**src/rtl/gf_div_unit_if.sv**
```systemverilog
// Request/response bundle for the GF(2^m) divider: operands and start in, status and quotient out.
// Carries no state; timing is set entirely by gf_div_unit.
// No backpressure: start is a pulse that the divider takes only when idle.
// Signals: start, dividend, divisor (requester -> divider); busy, done, result, div_zero (divider -> requester).
// All vectors use [0:m-1] order, index 0 holding the x^(m-1) coefficient.
interface gf_div_unit_if #(
  parameter int m = 16
);
  logic         start;
  logic [0:m-1] dividend;
  logic [0:m-1] divisor;
  logic         busy;
  logic         done;
  logic [0:m-1] result;
  logic         div_zero;

  modport master (
    output start, dividend, divisor,
    input  busy, done, result, div_zero
  );

  modport slave (
    input  start, dividend, divisor,
    output busy, done, result, div_zero
  );
endinterface

```
**src/rtl/gf_div_unit.sv**
```systemverilog
// Computes a * b^-1 in GF(2^m) mod POLY with a binary extended Euclid, one step per cycle, no multiplier.
// Latency: fixed 2m+2 cycles from start acceptance to the done pulse, independent of operand values.
// Backpressure: start is taken only in IDLE with no done pending; starts while busy are dropped, not queued.
// Ports: clk, rst_n (synchronous, active-low); div_if (slave): start/dividend/divisor in,
//        busy/done/result/div_zero out. result and div_zero hold from one done to the next.
module gf_div_unit #(
  parameter int         m    = 16,
  parameter logic [m:0] POLY = 17'h1002D
) (
  input  logic         clk,
  input  logic         rst_n,
  gf_div_unit_if.slave div_if
);

  localparam int CW = $clog2(2 * m);
  // delta spans roughly -(2m+1) .. m over the run
  localparam int DW = $clog2(2 * m + 2) + 1;

  typedef enum logic [1:0] {IDLE, LOAD, ITER, FIN} state_t;

  state_t         state_q, state_d;
  logic [m-1:0]   a_q, a_d, b_q, b_d;
  logic [m:0]     r_q, r_d, s_q, s_d;
  logic [m-1:0]   u_q, u_d, v_q, v_d;
  logic [DW-1:0]  delta_q, delta_d;
  logic [CW-1:0]  cnt_q, cnt_d;
  logic [m-1:0]   res_q, res_d;
  logic           dz_q, dz_d;
  logic           done_q, done_d;

  // Multiply by x^-1 modulo POLY. POLY has a constant term, so adding it
  // to an odd value makes it divisible by x and the shift is exact.
  function automatic logic [m-1:0] div_x(input logic [m-1:0] t);
    logic [m:0] e;
    e = {1'b0, t} ^ (t[0] ? POLY : '0);
    return e[m:1];
  endfunction

  // Invariants kept every step (mod POLY): r*a == u*b and s*a == v*b.
  // r is always odd; delta = bound(deg s) - bound(deg r), and the sum of the
  // two degree bounds drops by one per step, so after 2m steps s == 0, which
  // forces r == gcd == 1 and hence u == a/b. Once s == 0, v is 0 as well, so
  // the remaining steps leave u and v untouched.
  always_comb begin
    state_d = state_q;
    a_d     = a_q;
    b_d     = b_q;
    r_d     = r_q;
    s_d     = s_q;
    u_d     = u_q;
    v_d     = v_q;
    delta_d = delta_q;
    cnt_d   = cnt_q;
    res_d   = res_q;
    dz_d    = dz_q;
    done_d  = 1'b0;

    case (state_q)
      IDLE: begin
        // the done cycle is still part of the operation, so no start then
        if (div_if.start && !done_q) begin
          a_d     = div_if.dividend;
          b_d     = div_if.divisor;
          state_d = LOAD;
        end
      end

      LOAD: begin
        r_d     = POLY;
        s_d     = {1'b0, b_q};
        u_d     = '0;
        v_d     = a_q;
        delta_d = '1;
        cnt_d   = '0;
        state_d = ITER;
      end

      ITER: begin
        if (!s_q[0]) begin
          s_d     = s_q >> 1;
          v_d     = div_x(v_q);
          delta_d = delta_q - DW'(1);
        end else if (delta_q[DW-1]) begin
          // s has the smaller degree bound: it becomes the new r, and the
          // old r is folded into the new s. ~delta == -delta-1.
          r_d     = s_q;
          u_d     = v_q;
          s_d     = (s_q ^ r_q) >> 1;
          v_d     = div_x(v_q ^ u_q);
          delta_d = ~delta_q;
        end else begin
          s_d     = (s_q ^ r_q) >> 1;
          v_d     = div_x(v_q ^ u_q);
          delta_d = delta_q - DW'(1);
        end
        cnt_d = cnt_q + CW'(1);
        if (cnt_q == CW'(2 * m - 1)) begin
          state_d = FIN;
        end
      end

      FIN: begin
        dz_d    = (b_q == '0);
        res_d   = (b_q == '0) ? '0 : u_q;
        done_d  = 1'b1;
        state_d = IDLE;
      end

      default: state_d = IDLE;
    endcase
  end

  always_ff @(posedge clk) begin
    if (!rst_n) begin
      state_q <= IDLE;
      a_q     <= '0;
      b_q     <= '0;
      r_q     <= '0;
      s_q     <= '0;
      u_q     <= '0;
      v_q     <= '0;
      delta_q <= '0;
      cnt_q   <= '0;
      res_q   <= '0;
      dz_q    <= 1'b0;
      done_q  <= 1'b0;
    end else begin
      state_q <= state_d;
      a_q     <= a_d;
      b_q     <= b_d;
      r_q     <= r_d;
      s_q     <= s_d;
      u_q     <= u_d;
      v_q     <= v_d;
      delta_q <= delta_d;
      cnt_q   <= cnt_d;
      res_q   <= res_d;
      dz_q    <= dz_d;
      done_q  <= done_d;
    end
  end

  assign div_if.busy     = (state_q != IDLE) || done_q;
  assign div_if.done     = done_q;
  assign div_if.result   = res_q;
  assign div_if.div_zero = dz_q;

endmodule

```
**src/flat_wrapper.sv**
```systemverilog
// flat-port wrapper written by rule: the top's interface ports become plain ports
module gf_div_unit_flat 
#(
  parameter int         m    = 16,
  parameter logic [m:0] POLY = 17'h1002D
)
  (clk, rst_n, div_if_start, div_if_dividend, div_if_divisor, div_if_busy, div_if_done, div_if_result, div_if_div_zero);
  gf_div_unit_if #(.m(m)) div_if_i ();
  input  logic clk;
  input  logic rst_n;
  input wire logic [$bits(div_if_i.start)-1:0] div_if_start;
  input wire logic [$bits(div_if_i.dividend)-1:0] div_if_dividend;
  input wire logic [$bits(div_if_i.divisor)-1:0] div_if_divisor;
  output wire logic [$bits(div_if_i.busy)-1:0] div_if_busy;
  output wire logic [$bits(div_if_i.done)-1:0] div_if_done;
  output wire logic [$bits(div_if_i.result)-1:0] div_if_result;
  output wire logic [$bits(div_if_i.div_zero)-1:0] div_if_div_zero;
  assign div_if_i.start = div_if_start;
  assign div_if_i.dividend = div_if_dividend;
  assign div_if_i.divisor = div_if_divisor;
  assign div_if_busy = div_if_i.busy;
  assign div_if_done = div_if_i.done;
  assign div_if_result = div_if_i.result;
  assign div_if_div_zero = div_if_i.div_zero;
  gf_div_unit #(.m(m), .POLY(POLY)) u_core (.clk(clk), .rst_n(rst_n), .div_if(div_if_i));
endmodule
```
**config.mk**
```make
export PLATFORM = sky130hd
export DESIGN_NAME = gf_div_unit_flat
export DESIGN_NICKNAME = d
export VERILOG_FILES = /design/src/rtl/gf_div_unit_if.sv /design/src/rtl/gf_div_unit.sv /design/src/flat_wrapper.sv
export SDC_FILE = /design/constraint.sdc
export NUM_CORES = 1
export LEC_CHECK = 0
export CORE_AREA = 2 2 121 123
export DETAILED_ROUTE_END_ITERATION = 16
export DIE_AREA = 0 0 123 125
export PLACE_DENSITY = 0.64
export SYNTH_ARGS = -nofsm -noshare
export SYNTH_HDL_FRONTEND = slang
export SYNTH_SLANG_ARGS = --single-unit
export TNS_END_PERCENT = 20
```
**constraint.sdc**
```tcl
create_clock -name clk -period 2.5 [get_ports clk]
set_clock_uncertainty 0.2 [all_clocks]
set_input_delay 0.5 -clock clk [delete_from_list [all_inputs] [get_ports clk]]
set_output_delay 0.5 -clock clk [all_outputs]
set_load 0.005 [all_outputs]
```
==> impl_metrics.env <==
export IMPL_use_met1_pct=22.2
export IMPL_cts_resized=0
export IMPL_yosysWarnings=0
export IMPL_hold_viol_final=0
export IMPL_synthToLayoutAreaGrowth_pct=23.5
export IMPL_reg2reg_depth=7
export IMPL_dp_worst_setup_slack_ns=0.413
export IMPL_wl_per_cell_um=14.9
export IMPL_grt_pass1_wl_mm=21.2
export IMPL_grt_max_degree=62
export IMPL_ctsHoldBuffers=0
export IMPL_synth_top_area_share_pct=46.4
export IMPL_cp_slowest_cell="clkdlybuf4s50_1"
export IMPL_crit_cells=4
export IMPL_grt_overflow=0
export IMPL_synth_area_leaders="dfxtp_1 46%, nand2_1 7.5%, a21boi_1 4.9%, xor2_1 4.8%, a31o_1 4.3%"
export IMPL_insertedDiodeCount=0
export IMPL_drv_slew=0
export IMPL_cts_tree="yes"
export IMPL_fmax_ghz=0.414
export IMPL_clock_sinks=128
export IMPL_rsz0062_at_grt="no"
export IMPL_fin_nets=697
export IMPL_slowest_delay_ns=0.53
export IMPL_dp_hpwl_mm=8.09
export IMPL_synth_nets=659
export IMPL_synth_commonest_cells="128 x dfxtp_1, 111 x nand2_1, 36 x a21boi_1"
export IMPL_yosysMostFrequentCell="dfxtp_1"
export IMPL_use_met2_pct=28.4
export IMPL_path_clk_slew_ns=0.05
export IMPL_drt_iter0_markers=309
export IMPL_synth_avg_cell_area_um2=8.97
export IMPL_slew_limit_headroom_pct=62.6
export IMPL_core_area_mm2=0.0142
export IMPL_dr_total_vias=4414
export IMPL_path_cells="inv_1, ha_2, nand2b_1, clkdlybuf4s50_1"
export IMPL_synthArstFlopShare_pct=0
export IMPL_ir_drop_v=0.000490
export IMPL_clockBufferDepth=2
export IMPL_die_x_um=123
export IMPL_drtAntennaViolNets=0
export IMPL_synth_cell_types=45
export IMPL_p_per_area_mw_per_mm2=1000
export IMPL_grt_busiest_layer="met2"
export IMPL_h_tree_depth=4
export IMPL_worstPathArrival_ns=1.72
export IMPL_cts_setup_buffers=0
export IMPL_fillers=1365
export IMPL_critPathTopFamily="buffers and inverters"
export IMPL_leakagePower_nw=2.49
export IMPL_seq_area_mm2=0.00256
export IMPL_path_buf_inv=2
export IMPL_drive_above_1_share_pct=9.00
export IMPL_first_global_vias=4325
export IMPL_std_cell_rows=44
export IMPL_ys_seq_elements=128
export IMPL_drc=0
export IMPL_start_util_pct=38.9
export IMPL_crit_required_ns=1.80
export IMPL_grt_use_met3_pct=4.11
export IMPL_grt_util_all_layers_pct=17.4
export IMPL_dieHeight_um=125
export IMPL_io_pins=54
export IMPL_critPathLaunchType="register"
export IMPL_die_area_mm2=0.0154
export IMPL_outcome="finished, final reports clean"
export IMPL_end_kind="output pin"
export IMPL_path_class="reg2out"
export IMPL_finalCoreUtilization_pct=48.1
export IMPL_worstPathMaxFanout=3
export IMPL_hold_path_class="reg2reg"
export IMPL_wirelength_mm=12.7
export IMPL_io_buffer_count=53
export IMPL_syn_area_mm2=0.00553
export IMPL_hold_depth=2
export IMPL_gp_congestion=0.769
export IMPL_synth_edf_count=0
export IMPL_root_buffer="clkbuf_16"
export IMPL_seq_area_frac_synth_pct=46.4
export IMPL_finalSetupViolCount=0
export IMPL_antenna_found_initial=0
export IMPL_setup_slack_ns=0.0845
export IMPL_drt_pass1_iterations=4
export IMPL_insertion_delay_ns=0.41
export IMPL_cap_violations=0
export IMPL_finalSetupTns_ns=0
export IMPL_yosys_area_top_type="dfxtp_1"
export IMPL_via_per_inst=5.19
export IMPL_syn_instance_count=616
export IMPL_fin_crit_sh_pct=96.6
export IMPL_cts_made_buffers=17
export IMPL_yosys_most_used_dff="dfxtp_1"
export IMPL_multi_input_area_mm2=0.00271
export IMPL_fin_crit_ns=2.42
export IMPL_tightest_slew_ns=0.561
worst paths after layout:
check	from	end	slack, ns
min reg2reg	u_core.a_q[11]	u_core.a_q[11]	0.25
min	u_core.a_q[11]	u_core.a_q[11]	0.25
max	u_core.state_q[0]	div_if_busy	0.08
max reg2reg	u_core.state_q[0]	u_core.delta_q[5]	0.37
power breakdown:
| group | internal (mW) | leakage [nW] | total (mW) | switching (mW) |
|---|---|---|---|---|
| registers | 2.38 | 1.04 | 2.68 | 0.302 |
| logic | 0.737 | 1.16 | 1.78 | 1.04 |
| clock network | 1.54 | 0.290 | 2.40 | 0.858 |
| total | 4.65 | 2.49 | 6.86 | 2.20 |
routing by layer:
metal	vias to the layer above	routed length (um)
li1	2229	-
met1	2102	5760
met2	77	6290
met3	6	518
met4	0	103
met5	-	0
worst register-to-register path: stages, from the launching register on:
cell and delay (ns):
dfxtp_1 0.36, inv_1 0.10, ha_1 0.53, buf_4 0.26, and3_1 0.22, o22ai_1 0.10
xor2_1 0.16, a21boi_1 0.14
per-stage QoR:
stage	total power, mW	std cells	hold slack [ns]	area, um2
2_1_floorplan	3.89	616	0.232	5530
3_3_place_gp	4.45	819	0.242	6240
3_5_place_dp	4.50	819	0.249	6240
4_1_cts	6.92	851	0.257	6830
5_1_grt	7.25	851	0.272	6830
6_report	6.86	851	0.251	6830
state kept, by name, indices dropped and copies added (netlist names):
register and flops:
u_core.delta_q 7, u_core.div_if.done 1, u_core.state_q 2, u_core.cnt_q 5, u_core.u_q 16, u_core.r_q 16, u_core.div_if.div_zero 1, u_core.div_if.result 16
u_core.s_q 16, u_core.v_q 16, u_core.a_q 16, u_core.b_q 16
layout make-up:
type / instances / share of cell area, %
inverters: 12 / 0.660
clock buffers: 22 / 6.94
multi-input cells: 427 / 39.6
clock inverters: 10 / 1.61
repair buffers: 68 / 10.3
well taps: 184 / 3.37
flip-flops and latches: 128 / 37.5
cell families after synthesis:
group                    after synthesis  synth area share, %
AND/OR/NAND/NOR                      177                 15.3
flip-flops                           128                 46.4
AO/OA/AOI/OAI                        203                 25.5
XOR/XNOR                              38                 6.02
adder cells (fa/ha/maj)                8                 1.81
multiplexers                           1                0.181
buffers and inverters                 61                 4.84
layout by cell type, fill, tap and decap left out, types with 5 or more instances in the layout:
cell             Yosys  final
a31o_1              27     27
a22oi_1             29     29
nand2_1            111    111
buf_4                0     10
a22o_1              16     16
o21ai_0             17     17
xnor2_1              8      8
a21boi_1            36     36
ha_1                 8      6
nor2b_1             32     32
buf_12               0      5
o21ai_1             23     23
dfxtp_1            128    127
clkdlybuf4s50_1      0     52
a21oi_1             35     35
clkinv_2             0      5
inv_1                9      9
nor2_1               7      6
clkbuf_16            0     17
xor2_1              30     30
(Power assumes the default switching activity.)
==> RTL edit 1: new RTL, same settings <==
Reset style: asynchronous (`rst_n`), changed in one clocked block.
--- a/src/rtl/gf_div_unit.sv
+++ b/src/rtl/gf_div_unit.sv
@@ -110,7 +110,7 @@
     endcase
   end
 
-  always_ff @(posedge clk) begin
+  always_ff @(posedge clk or negedge rst_n) begin
     if (!rst_n) begin
       state_q <= IDLE;
       a_q     <= '0;
Behaviour: differs if rst_n is asserted again (counterexample within 4 cycles, from zero or initial values and one cycle with rst_n low); with rst_n held inactive, the same outputs for 10 cycles.
==> RTL edit 1 against the unedited design <==
First-iteration DRC count down 28%; synthesized area up 4.1%; cell area up 3.8%; sequential cell count unchanged; wire length down 5.6%; critical path depth unchanged; worst setup slack better by 0.023 ns; critical path type unchanged.
Power is not compared: it rests on default switching activity, and its combinational part moved more than twofold at a synthesized area within 25%.
==> RTL edit 1: results (changes against the unedited design) <==
[synthesis]
synth_cells = 497  ; -19%
yosys-top-cells-count = dfrtp_1, mux2_2, nand2_1, a22o_1, a21oi_1
seq_area_frac_synth_pct = 55.7  ; +9.3 points
ys_async_sr_fraction_pct = 100  ; +100 points
ys_top_cells_by_area = dfrtp_1, mux2_2, a22o_1, xor2_1, a21oi_1
synth.net_count = 540  ; -18%
synth_cell_types = 35  ; -22%

[setup_path]
path_max_fanout = 3  ; unchanged
rr_worst_depth = 4  ; -3
cp.arrival_ns = 1.69  ; -0.03 ns
cp_top_family = buffers and inverters
cpMaxStageDelayCell = clkdlybuf4s50_1
critPathMaxStageDelay_ns = 0.49  ; -0.04 ns

[outcome]
run_status = finished, final reports clean

[clock_network]
cts_hold_buf = 1  ; +1
cts_resized = 0  ; unchanged
cts_buffers = 17  ; unchanged
cts_buffer_depth = 2  ; unchanged
htreeDepth = 4  ; unchanged
clk_pin_slew_ns = 0.06
cts_root_buffer = clkbuf_16

[routing]
drt_iter0_drc = 222  ; -28%
wl_met3_um = 449  ; -13%
vias = 3870  ; -12%
highest_layer = met4
wire_per_inst_um = 15.9  ; +6.8%
drtPass1Iterations = 4  ; unchanged
wl_met1_um = 5540  ; -3.7%
wl_met2_um = 5860  ; -6.7%

[place]
dp_hpwl_um = 7910  ; -2.2%
dp_cells = 718  ; -12%
place_area_um2 = 6510  ; +4.4%
place_ws_ns = 0.435  ; +0.0216 ns
gp_congestion = 0.779  ; +1.4%

[pwr]
power_density_nw_per_um2 = 1500
p_leak_nw = 3.06
internal-power_mw = 6.84
peakVddDrop_mv = 0.860
p_seq_mw = 3.90
power_clock_mw = 2.36

[layout]
stdcell_count = 752  ; -12%
final_nets = 597  ; -14%
nFillCells = 1294  ; -5.2%
drive_gt1_share_pct = 19.8  ; +11 points

[grt]
grt_pass1_vias = 4160  ; -3.8%
track_usage_pct = 17.1  ; -0.26 points
grt_pass1_wl_um = 20400  ; -4.1%
grt_start_max_net_pins = 51  ; -18%
antenna_found_initial = 0  ; unchanged

[min_path]
hold_depth = 2  ; unchanged
hold_class = flip-flop to flip-flop

[sta]
worstMarginPinSlew_ns = 0.552  ; -0.00931 ns
fin_setup_tns_ns = 0  ; unchanged

[RTL edit 1: changes by cell type after synthesis, moves of 29 or more]
cell,before,now
nor2b_1,32,3
dfxtp_1,128,0
nand2_1,111,46
a21boi_1,36,0
a22oi_1,29,0
dfrtp_1,0,128
mux2_2,0,61
[RTL edit 1: logic make-up (layout without fill, tap and decap cells)]
kind of cell	count (synthesis)	count (layout)	synth area share, %
flip-flops	128	128	55.7
AO/OA/AOI/OAI	109	109	13.1
AND/OR/NAND/NOR	108	108	8.11
multiplexers	63	63	12.3
buffers and inverters	45	115	3.61
XOR/XNOR	36	36	5.48
adder cells (fa/ha/maj)	8	8	1.74
other	0	1	0
[RTL edit 1: cell type report]
class / instances / area (um^2) / area share, %
Inverter: 13 / 48.8 / 0.688
Tap cell: 184 / 230 / 3.25
Clock buffer: 20 / 447 / 6.30
Clock inverter: 12 / 118 / 1.66
Antenna cell: 1 / 2.50 / 0.0353
Multi-Input combinational cell: 324 / 2350 / 33.1
Timing Repair Buffer: 70 / 696 / 9.81
Sequential cell: 128 / 3200 / 45.2
[RTL edit 1: layer usage]
layer  vias up  GRT usage (%)
met1      1934           22.1
met2        66           27.6
met5         -              0
li1       1863              -
met4         0           5.75
met3         7           4.84
[RTL edit 1: worst paths after layout]
check                                   from                  endpoint  slack [ns]
max reg2reg                    u_core.b_q[2]  u_core.div_if.result[15]        0.45
max in group asynchronous              rst_n            u_core.s_q[15]        1.13
max                        u_core.state_q[0]               div_if_busy        0.11
min reg2reg                   u_core.r_q[16]            u_core.r_q[16]        0.30
min                           u_core.r_q[16]            u_core.r_q[16]        0.30
min in group asynchronous              rst_n            u_core.r_q[11]        0.31
==> RTL edit 2: new RTL, config.mk and constraints unchanged <==
Made on the original files. `m` is set to 16 in 3 places; all go to 64.
--- a/src/rtl/gf_div_unit_if.sv
+++ b/src/rtl/gf_div_unit_if.sv
@@ -4,7 +4,7 @@
 // Signals: start, dividend, divisor (requester -> divider); busy, done, result, div_zero (divider -> requester).
 // All vectors use [0:m-1] order, index 0 holding the x^(m-1) coefficient.
 interface gf_div_unit_if #(
-  parameter int m = 16
+  parameter int m = 64
 );
   logic         start;
   logic [0:m-1] dividend;
--- a/src/rtl/gf_div_unit.sv
+++ b/src/rtl/gf_div_unit.sv
@@ -4,7 +4,7 @@
 // Ports: clk, rst_n (synchronous, active-low); div_if (slave): start/dividend/divisor in,
 //        busy/done/result/div_zero out. result and div_zero hold from one done to the next.
 module gf_div_unit #(
-  parameter int         m    = 16,
+  parameter int         m    = 64,
   parameter logic [m:0] POLY = 17'h1002D
 ) (
   input  logic         clk,
--- a/src/flat_wrapper.sv
+++ b/src/flat_wrapper.sv
@@ -1,7 +1,7 @@
 // flat-port wrapper written by rule: the top's interface ports become plain ports
 module gf_div_unit_flat 
 #(
-  parameter int         m    = 16,
+  parameter int         m    = 64,
   parameter logic [m:0] POLY = 17'h1002D
 )
   (clk, rst_n, div_if_start, div_if_dividend, div_if_divisor, div_if_busy, div_if_done, div_if_result, div_if_div_zero);
Interface: changed (resized div_if_dividend, div_if_divisor and div_if_result); port bits go from 54 to 198. The function was not compared with the original's and may differ.
==> RTL edit 2 against the unedited design <==
The flow now stops in 3_1_place_gp_skip_io; synthesized area increased to 3.4 times the old value.
==> RTL edit 2: results (changes against the unedited design) <==
[synthesis]
synth_cell_types = 38  ; -16%
seq_area_frac_synth_pct = 49.5  ; +3.1 points
ys_async_sr_fraction_pct = 0  ; unchanged
synth_compound_area_share_pct = 22.3  ; -3.2 points
syn_avg_cell_area_um2 = 8.38  ; -6.6%
synth_xor_area_share_pct = 6.31  ; +0.29 points
synth.net_count = 2390  ; +260%
yosys-top-cells-count = nand2_1, dfxtp_1, a21oi_1, nor2_1, clkbuf_1
synth_cells = 2253  ; +270%
synth_edf_count = 0  ; unchanged
synthAdderAreaFrac_pct = 0.397  ; -1.4 points
ys_top_cells_by_area = dfxtp_1, nand2_1, a21oi_1, xor2_1, a211o_1
muxShareOfSynthArea_pct = 0.0530  ; -0.13 points
synth_seq_cells = 467  ; +260%
ys_warn_count = 0  ; unchanged

[outcome]
haltStage = 3_1_place_gp_skip_io
tool.error = [ERROR GPL-0301] Utilization 150.759 % exceeds 100%.
run_status = aborted with a tool error

RTL edit 2: cell types whose count changed after synthesis, moves of 64 or more:
| cell | before | now |
|---|---|---|
| clkbuf_1 | 28 | 161 |
| xor2_1 | 30 | 130 |
| a211o_1 | 2 | 125 |
| a32o_1 | 0 | 64 |
| nor2_1 | 7 | 261 |
| a21oi_1 | 35 | 264 |
| a22oi_1 | 29 | 123 |
| dfxtp_1 | 128 | 467 |
| nand2_1 | 111 | 516 |
RTL edit 2: cells by family after synthesis:
family | count (synthesis)
flops | 467
simple gates | 824
compound gates | 610
fa+ha+maj | 6
xor+xnor | 136
buf+inv | 209
mux | 1
